==> src/rtl/sound_rom_pkg.sv <==
// ============================================================================
// Package : sound_rom_pkg
// Sound ROM memory map and the state encoding of the ROM arbiter.
// Revision: 1.0
// ============================================================================
`default_nettype none

package sound_rom_pkg;

  // ROM map: where each table of the sound ROM starts
  localparam logic [7:0] NOTE_VALUE_BASE         = 8'h00;
  localparam logic [7:0] INSTRUMENT_LENGTHS_BASE = 8'h80;
  localparam logic [7:0] INSTRUMENT_VALUES_BASE  = 8'h84;

  // Arbiter states
  localparam logic [0:0] ARB    = 1'b0;
  localparam logic [0:0] LOCKED = 1'b1;

endpackage

`default_nettype wire

==> src/rtl/rom_arbiter_if.sv <==
// ============================================================================
// Interface : rom_arbiter_if
// Voice-side req/gnt/rvalid bus plus the raw ROM port of the ROM arbiter.
// The master modport is the environment (voices and ROM), the slave modport
// is the arbiter.
// Revision: 1.0
// ============================================================================
`default_nettype none

interface rom_arbiter_if #(
  parameter int NUM_PORTS = 4,
  parameter int ADDR_W    = 8,
  parameter int DATA_W    = 16
);
  logic [NUM_PORTS-1:0]        i_req;
  logic [NUM_PORTS-1:0]        i_lock;
  logic [NUM_PORTS*ADDR_W-1:0] i_addr;
  logic [NUM_PORTS-1:0]        o_gnt;
  logic [NUM_PORTS-1:0]        o_rvalid;
  logic [DATA_W-1:0]           o_rdata;
  logic [ADDR_W-1:0]           o_rom_addr;
  logic [DATA_W-1:0]           i_rom_data;

  modport master (
    output i_req, i_lock, i_addr, i_rom_data,
    input  o_gnt, o_rvalid, o_rdata, o_rom_addr
  );

  modport slave (
    input  i_req, i_lock, i_addr, i_rom_data,
    output o_gnt, o_rvalid, o_rdata, o_rom_addr
  );
endinterface

`default_nettype wire

==> src/rtl/rom_arbiter_rr_picker.sv <==
// ============================================================================
// Module  : rr_picker
// Combinational find-first-set starting at a rotating pointer.
// Returns a one-hot grant, its binary index and a found flag.
// Revision: 1.0
// ============================================================================
`default_nettype none

module rr_picker #(
  parameter int NUM_PORTS = 4,
  localparam int IDX_W    = $clog2(NUM_PORTS)
) (
  input  logic [NUM_PORTS-1:0] req,
  input  logic [IDX_W-1:0]     ptr,
  output logic [NUM_PORTS-1:0] gnt,
  output logic [IDX_W-1:0]     idx,
  output logic                 found
);

  logic [IDX_W-1:0] k;

  // Walk ptr, ptr+1, ... (mod NUM_PORTS) and take the first requester
  always_comb begin
    gnt   = '0;
    idx   = '0;
    found = 1'b0;
    k     = '0;
    for (int i = 0; i < NUM_PORTS; i++) begin
      k = IDX_W'((int'(ptr) + i) % NUM_PORTS);
      if (!found && req[k]) begin
        found  = 1'b1;
        gnt[k] = 1'b1;
        idx    = k;
      end
    end
  end

endmodule

`default_nettype wire

==> src/rtl/rom_arbiter.sv <==
// ============================================================================
// Module  : rom_arbiter
// Round-robin arbiter sharing one synchronous sound ROM between voices.
// One grant per cycle; read data returns to the winner one cycle later.
// Optional burst lock enabled by defining ROM_ARB_LOCK_EN.
// Revision: 1.0
// ============================================================================
`default_nettype none

module rom_arbiter
  import sound_rom_pkg::*;
#(
  parameter int NUM_PORTS = 4,
  parameter int ADDR_W    = 8,
  parameter int DATA_W    = 16,
  parameter int MAX_LOCK  = 4
) (
  input  logic         i_clk,
  input  logic         i_rst_n,
  rom_arbiter_if.slave bus
);

  localparam int IDX_W = $clog2(NUM_PORTS);

  logic [IDX_W-1:0]     prio_ptr;
  logic [NUM_PORTS-1:0] rvalid_q;
  logic [NUM_PORTS-1:0] pick_gnt;
  logic [IDX_W-1:0]     pick_idx;
  logic                 pick_found;
  logic [NUM_PORTS-1:0] gnt;
  logic [IDX_W-1:0]     win_idx;
  logic                 any_gnt;
  logic [ADDR_W-1:0]    rom_addr;

  rr_picker #(.NUM_PORTS(NUM_PORTS)) u_picker (
    .req   (bus.i_req),
    .ptr   (prio_ptr),
    .gnt   (pick_gnt),
    .idx   (pick_idx),
    .found (pick_found)
  );

`ifdef ROM_ARB_LOCK_EN
  localparam int CNT_W = $clog2(MAX_LOCK + 1);

  logic [0:0]       state;
  logic [IDX_W-1:0] owner;
  logic [CNT_W-1:0] lock_cnt;
  logic             hold;

  // The owner keeps the ROM while it still locks, requests and has budget left
  always_comb begin
    hold = (state == LOCKED) && bus.i_lock[owner] && bus.i_req[owner] &&
           (lock_cnt != CNT_W'(MAX_LOCK));
  end

  // Locked owner bypasses round-robin; otherwise the picker decides
  always_comb begin
    gnt     = pick_gnt;
    win_idx = pick_idx;
    any_gnt = pick_found;
    if (hold) begin
      gnt        = '0;
      gnt[owner] = 1'b1;
      win_idx    = owner;
      any_gnt    = 1'b1;
    end
    if (!i_rst_n) begin
      gnt     = '0;
      any_gnt = 1'b0;
    end
  end

  // Lock FSM: enter on a locked grant, leave when the burst ends or hits MAX_LOCK
  always_ff @(posedge i_clk or negedge i_rst_n) begin
    if (!i_rst_n) begin
      state    <= ARB;
      owner    <= '0;
      lock_cnt <= '0;
    end else if (hold) begin
      lock_cnt <= lock_cnt + CNT_W'(1);
    end else if (any_gnt && bus.i_lock[win_idx]) begin
      state    <= LOCKED;
      owner    <= win_idx;
      lock_cnt <= CNT_W'(1);
    end else begin
      state    <= ARB;
      lock_cnt <= '0;
    end
  end
`else
  logic unused_lock;
  assign unused_lock = ^bus.i_lock;

  // Plain round-robin; no grants while reset is asserted
  always_comb begin
    gnt     = i_rst_n ? pick_gnt : '0;
    win_idx = pick_idx;
    any_gnt = i_rst_n & pick_found;
  end
`endif

  // Rotate priority to just past the winner; hold it when nobody is granted
  always_ff @(posedge i_clk or negedge i_rst_n) begin
    if (!i_rst_n) begin
      prio_ptr <= '0;
    end else if (any_gnt) begin
      prio_ptr <= (win_idx == IDX_W'(NUM_PORTS - 1)) ? '0 : win_idx + IDX_W'(1);
    end
  end

  // ROM data arrives one cycle after the address, so rvalid is gnt delayed
  always_ff @(posedge i_clk or negedge i_rst_n) begin
    if (!i_rst_n) begin
      rvalid_q <= '0;
    end else begin
      rvalid_q <= gnt;
    end
  end

  // Address mux driven by the one-hot grant; zero when idle
  always_comb begin
    rom_addr = '0;
    for (int p = 0; p < NUM_PORTS; p++) begin
      if (gnt[p]) begin
        rom_addr = rom_addr | bus.i_addr[p*ADDR_W +: ADDR_W];
      end
    end
  end

  assign bus.o_gnt      = gnt;
  assign bus.o_rvalid   = rvalid_q;
  assign bus.o_rdata    = bus.i_rom_data;
  assign bus.o_rom_addr = rom_addr;

endmodule

`default_nettype wire
==> src/flat_wrapper.sv <==
// flat-port wrapper written by rule: the top's interface ports become plain ports
module rom_arbiter_flat import sound_rom_pkg::*;
#(
  parameter int NUM_PORTS = 4,
  parameter int ADDR_W    = 8,
  parameter int DATA_W    = 16,
  parameter int MAX_LOCK  = 4
)
  (i_clk, i_rst_n, bus_i_req, bus_i_lock, bus_i_addr, bus_i_rom_data, bus_o_gnt, bus_o_rvalid, bus_o_rdata, bus_o_rom_addr);
  rom_arbiter_if #(.NUM_PORTS(NUM_PORTS), .ADDR_W(ADDR_W), .DATA_W(DATA_W)) bus_i ();
  input  logic i_clk;
  input  logic i_rst_n;
  input wire logic [$bits(bus_i.i_req)-1:0] bus_i_req;
  input wire logic [$bits(bus_i.i_lock)-1:0] bus_i_lock;
  input wire logic [$bits(bus_i.i_addr)-1:0] bus_i_addr;
  input wire logic [$bits(bus_i.i_rom_data)-1:0] bus_i_rom_data;
  output wire logic [$bits(bus_i.o_gnt)-1:0] bus_o_gnt;
  output wire logic [$bits(bus_i.o_rvalid)-1:0] bus_o_rvalid;
  output wire logic [$bits(bus_i.o_rdata)-1:0] bus_o_rdata;
  output wire logic [$bits(bus_i.o_rom_addr)-1:0] bus_o_rom_addr;
  assign bus_i.i_req = bus_i_req;
  assign bus_i.i_lock = bus_i_lock;
  assign bus_i.i_addr = bus_i_addr;
  assign bus_i.i_rom_data = bus_i_rom_data;
  assign bus_o_gnt = bus_i.o_gnt;
  assign bus_o_rvalid = bus_i.o_rvalid;
  assign bus_o_rdata = bus_i.o_rdata;
  assign bus_o_rom_addr = bus_i.o_rom_addr;
  rom_arbiter #(.NUM_PORTS(NUM_PORTS), .ADDR_W(ADDR_W), .DATA_W(DATA_W), .MAX_LOCK(MAX_LOCK)) u_core (.i_clk(i_clk), .i_rst_n(i_rst_n), .bus(bus_i));
endmodule
==> config.mk <==
export PLATFORM = sky130hd
export DESIGN_NAME = rom_arbiter_flat
export DESIGN_NICKNAME = d
export VERILOG_FILES = /design/src/rtl/sound_rom_pkg.sv /design/src/rtl/rom_arbiter_if.sv /design/src/rtl/rom_arbiter_rr_picker.sv /design/src/rtl/rom_arbiter.sv /design/src/flat_wrapper.sv
export SDC_FILE = /design/constraint.sdc
export NUM_CORES = 1
export LEC_CHECK = 0
export CELL_PAD_IN_SITES_DETAIL_PLACEMENT = 0
export CELL_PAD_IN_SITES_GLOBAL_PLACEMENT = 1
export CORE_MARGIN = 5
export CORE_UTILIZATION = 24
export CTS_CLUSTER_DIAMETER = 30
export DETAILED_ROUTE_END_ITERATION = 10
export PLACE_DENSITY_LB_ADDON = 0.1
export SLEW_MARGIN = 20
export SYNTH_ARGS = -nofsm -noshare
export SYNTH_HDL_FRONTEND = slang
export SYNTH_SLANG_ARGS = --single-unit
export TNS_END_PERCENT = 1
==> constraint.sdc <==
create_clock -name i_clk -period 4.4 [get_ports i_clk]
set_input_delay 0.88 -clock i_clk [delete_from_list [all_inputs] [get_ports i_clk]]
set_output_delay 0.88 -clock i_clk [all_outputs]
set_load 0.03 [all_outputs]
==> results.json <==
{
  "cap_viol_max_count": 0,
  "cts_buffer_depth": 2,
  "die_x_um": 82.8,
  "final-max-slew-violation-count": 0,
  "core_mm2": 0.00514,
  "die_area_mm2": 0.00686,
  "num_vias": 1376,
  "drive_above_1_share_pct": 17.6,
  "status": "complete, no violations",
  "ys.warnings.count": 0,
  "layout_common_cells": "clkdlybuf4s50_1, buf_4, inv_1",
  "syn_avg_cell_area_um2": 8.37,
  "io_buffer_count": 53,
  "vdd_drop_max_uv": 230,
  "worstSetupPathType": "primary input to output pin",
  "rsz0062_at_grt": "false",
  "power_density_mw_per_mm2": 751,
  "clock_sinks": 6,
  "cts_max_level": 1,
  "synth_cells": 152,
  "grt_use_total_pct": 13.0,
  "io_pins": 90,
  "route.detailed.drc": 0,
  "antenna_found_initial": 0,
  "dp_cells": 255,
  "hold_end": "u_core.prio_ptr[1]",
  "yosys_register_bits": 6,
  "cts_resized": 0,
  "synthTopCellsByArea": "dfrtp_1, buf_4, ha_1",
  "finalCritPeriodShare_pct": 95.8,
  "routed_wl_um": 4600,
  "cts_hold_buf": 0,
  "synthArstFlopShare_pct": 100,
  "yosysTopAreaCell": "dfrtp_1",
  "clkLatencyLatePin_ns": 0.22,
  "finalHoldViolCount": 0,
  "fin_nets": 255,
  "yosysUniqueCellTypes": 43,
  "synth_area_mm2": 0.00127,
  "whs_path_depth": 3,
  "mappedNetlistNets": 217,
  "root_buffer": "clkbuf_8",
  "vias_per_cell": 5.33,
  "drt_iter0_drc": 50,
  "timing.final.crit_period_ns": 4.22,
  "r2r_cells": 8,
  "synthFlopType": "dfrtp_1",
  "grt_overflow": 0,
  "min_from": "u_core.prio_ptr[1]",
  "antenna_cells": 0,
  "setup_tns_ns": 0,
  "post-dp-hpwl_um": 3570,
  "chipHeight_um": 82.8,
  "postLayoutCoreUtil_pct": 34.8,
  "fmax_ghz": 0.237,
  "stdcell_count": 258,
  "worst-path-max-fanout": 9,
  "r2r_slack_ns": 2.05,
  "avgRoutedWirePerCell_um": 17.8,
  "synth_top_area_share_pct": 11.8,
  "setup_slack_ns": 0.184,
  "worstSetupStartpointType": "primary input",
  "setup_viol": 0,
  "p_leak_nw": 0.710,
  "row_count": 26,
  "first_pass_iters": 4,
  "grt_max_degree": 19,
  "cp.arrival_ns": 3.34,
  "clock_skew_ns": 0.00549,
  "numCtsBuffers": 3,
  "tightest_slew_ns": 0.730,
  "yosysSeqAreaShare_pct": 11.8,
  "slew_headroom_pct": 51.1,
  "clk_pin_slew_ns": 0.04,
  "place_ws_ns": 0.159,
  "routabilityCongestion": 0.734,
  "cts_tree": "yes",
  "cp_data_required_time_ns": 3.52,
  "grt_pass1_vias": 1467,
  "ant_nets": 0,
  "start_util_pct": 24.8,
  "postCtsSetupBuffers": 0,
  "area_growth_pct": 40.4,
  "r2r_end": "u_core.bus.o_rvalid[3]",
  "power_mw": 1.34,
  "synth_edf_count": 0,
  "fillers": 563,
  "holdCritPathClass": "flop to flop",
  "final_common_cell": "clkdlybuf4s50_1",
  "grt_first_pass_wirelength_um": 7540,
  "critPathCaptureType": "output pin"
}
[per-layer routing]
| metal | routed length [µm] | up-vias | GRT usage, % |
|---|---|---|---|
| li1 | - | 647 | - |
| met1 | 2130 | 657 | 16.7 |
| met2 | 2170 | 54 | 21.9 |
| met3 | 223 | 18 | 2.38 |
| met4 | 80 | 0 | 3.71 |
| met5 | 0 | - | 0 |
[cell usage after synthesis, types with 2 or more instances]
| library cell | number |
|---|---|
| a221oi_1 | 7 |
| buf_6 | 3 |
| a2bb2oi_1 | 7 |
| a21oi_1 | 7 |
| nor2_1 | 6 |
| nand2b_1 | 2 |
| nand3b_1 | 2 |
| a21boi_1 | 2 |
| clkbuf_1 | 9 |
| buf_2 | 2 |
| inv_1 | 10 |
| buf_4 | 16 |
| nand2_1 | 5 |
| xnor2_1 | 2 |
| mux4_2 | 3 |
| ha_1 | 7 |
| a22o_1 | 7 |
| nand3_1 | 2 |
| mux2i_1 | 3 |
| a32oi_1 | 7 |
| a22oi_1 | 3 |
| o211ai_1 | 9 |
| o21ai_1 | 3 |
| a2bb2oi_2 | 2 |
| nor2b_1 | 3 |
| dfrtp_1 | 6 |
[worst max path at each step]
stage / startpoint / end / slack (ns) / cells past startpoint
finish: bus_i_req[2] / bus_o_gnt[2] / 0.18 / 7
global route: bus_i_req[2] / bus_o_gnt[0] / 0.08 / 7
CTS: bus_i_req[2] / bus_o_gnt[0] / 0.16 / 7
detailed placement: bus_i_req[2] / bus_o_gnt[0] / 0.16 / 7
global placement: bus_i_req[2] / bus_o_gnt[1] / 0.19 / 7
floorplan: flop / bus_o_rom_addr[4] / 0.69 / 11
[final cells by class]
class                           instances  area (µm²)  share of cell area [%]
Clock buffer                            3        41.3                    2.31
Inverter                               10        37.5                    2.10
Multi-Input combinational cell        106         887                    49.6
Sequential cell                         6         150                    8.40
Tap cell                               70        87.6                    4.90
Timing Repair Buffer                   63         583                    32.6
[stage by stage]
stage               hold slack [ns]  cell area, µm²
floorplan                     0.584            1270
global placement              0.688            1750
detailed placement            0.694            1750
CTS                           0.703            1790
global route                  0.741            1790
finish                        0.682            1790
[worst max-delay path: stages]
cell             delay, ns
clkdlybuf4s50_1       0.48
mux4_2                0.63
nand3b_1              0.22
a2bb2oi_2             0.19
a21oi_1               0.06
nor2b_1               0.18
clkdlybuf4s50_1       0.70
[power breakdown]
| part | switching [mW] | internal (mW) | leakage, nW | total, mW |
|---|---|---|---|---|
| Combinational | 0.663 | 0.506 | 0.611 | 1.17 |
| Sequential | 0.00929 | 0.0827 | 0.0766 | 0.0920 |
| Clock | 0.0220 | 0.0586 | 0.0216 | 0.0807 |
| Total | 0.694 | 0.647 | 0.710 | 1.34 |
[logic make-up after synthesis]
family | after synthesis | synth area share (%)
AO/OA/AOI/OAI | 61 | 39.4
XOR/XNOR | 2 | 1.38
adder cells (fa/ha/maj) | 7 | 6.88
buffers and inverters | 40 | 18.5
flip-flops | 6 | 11.8
multiplexers | 8 | 9.44
AND/OR/NAND/NOR | 28 | 12.6
No activity file was read; power rests on OpenSTA's default activity.
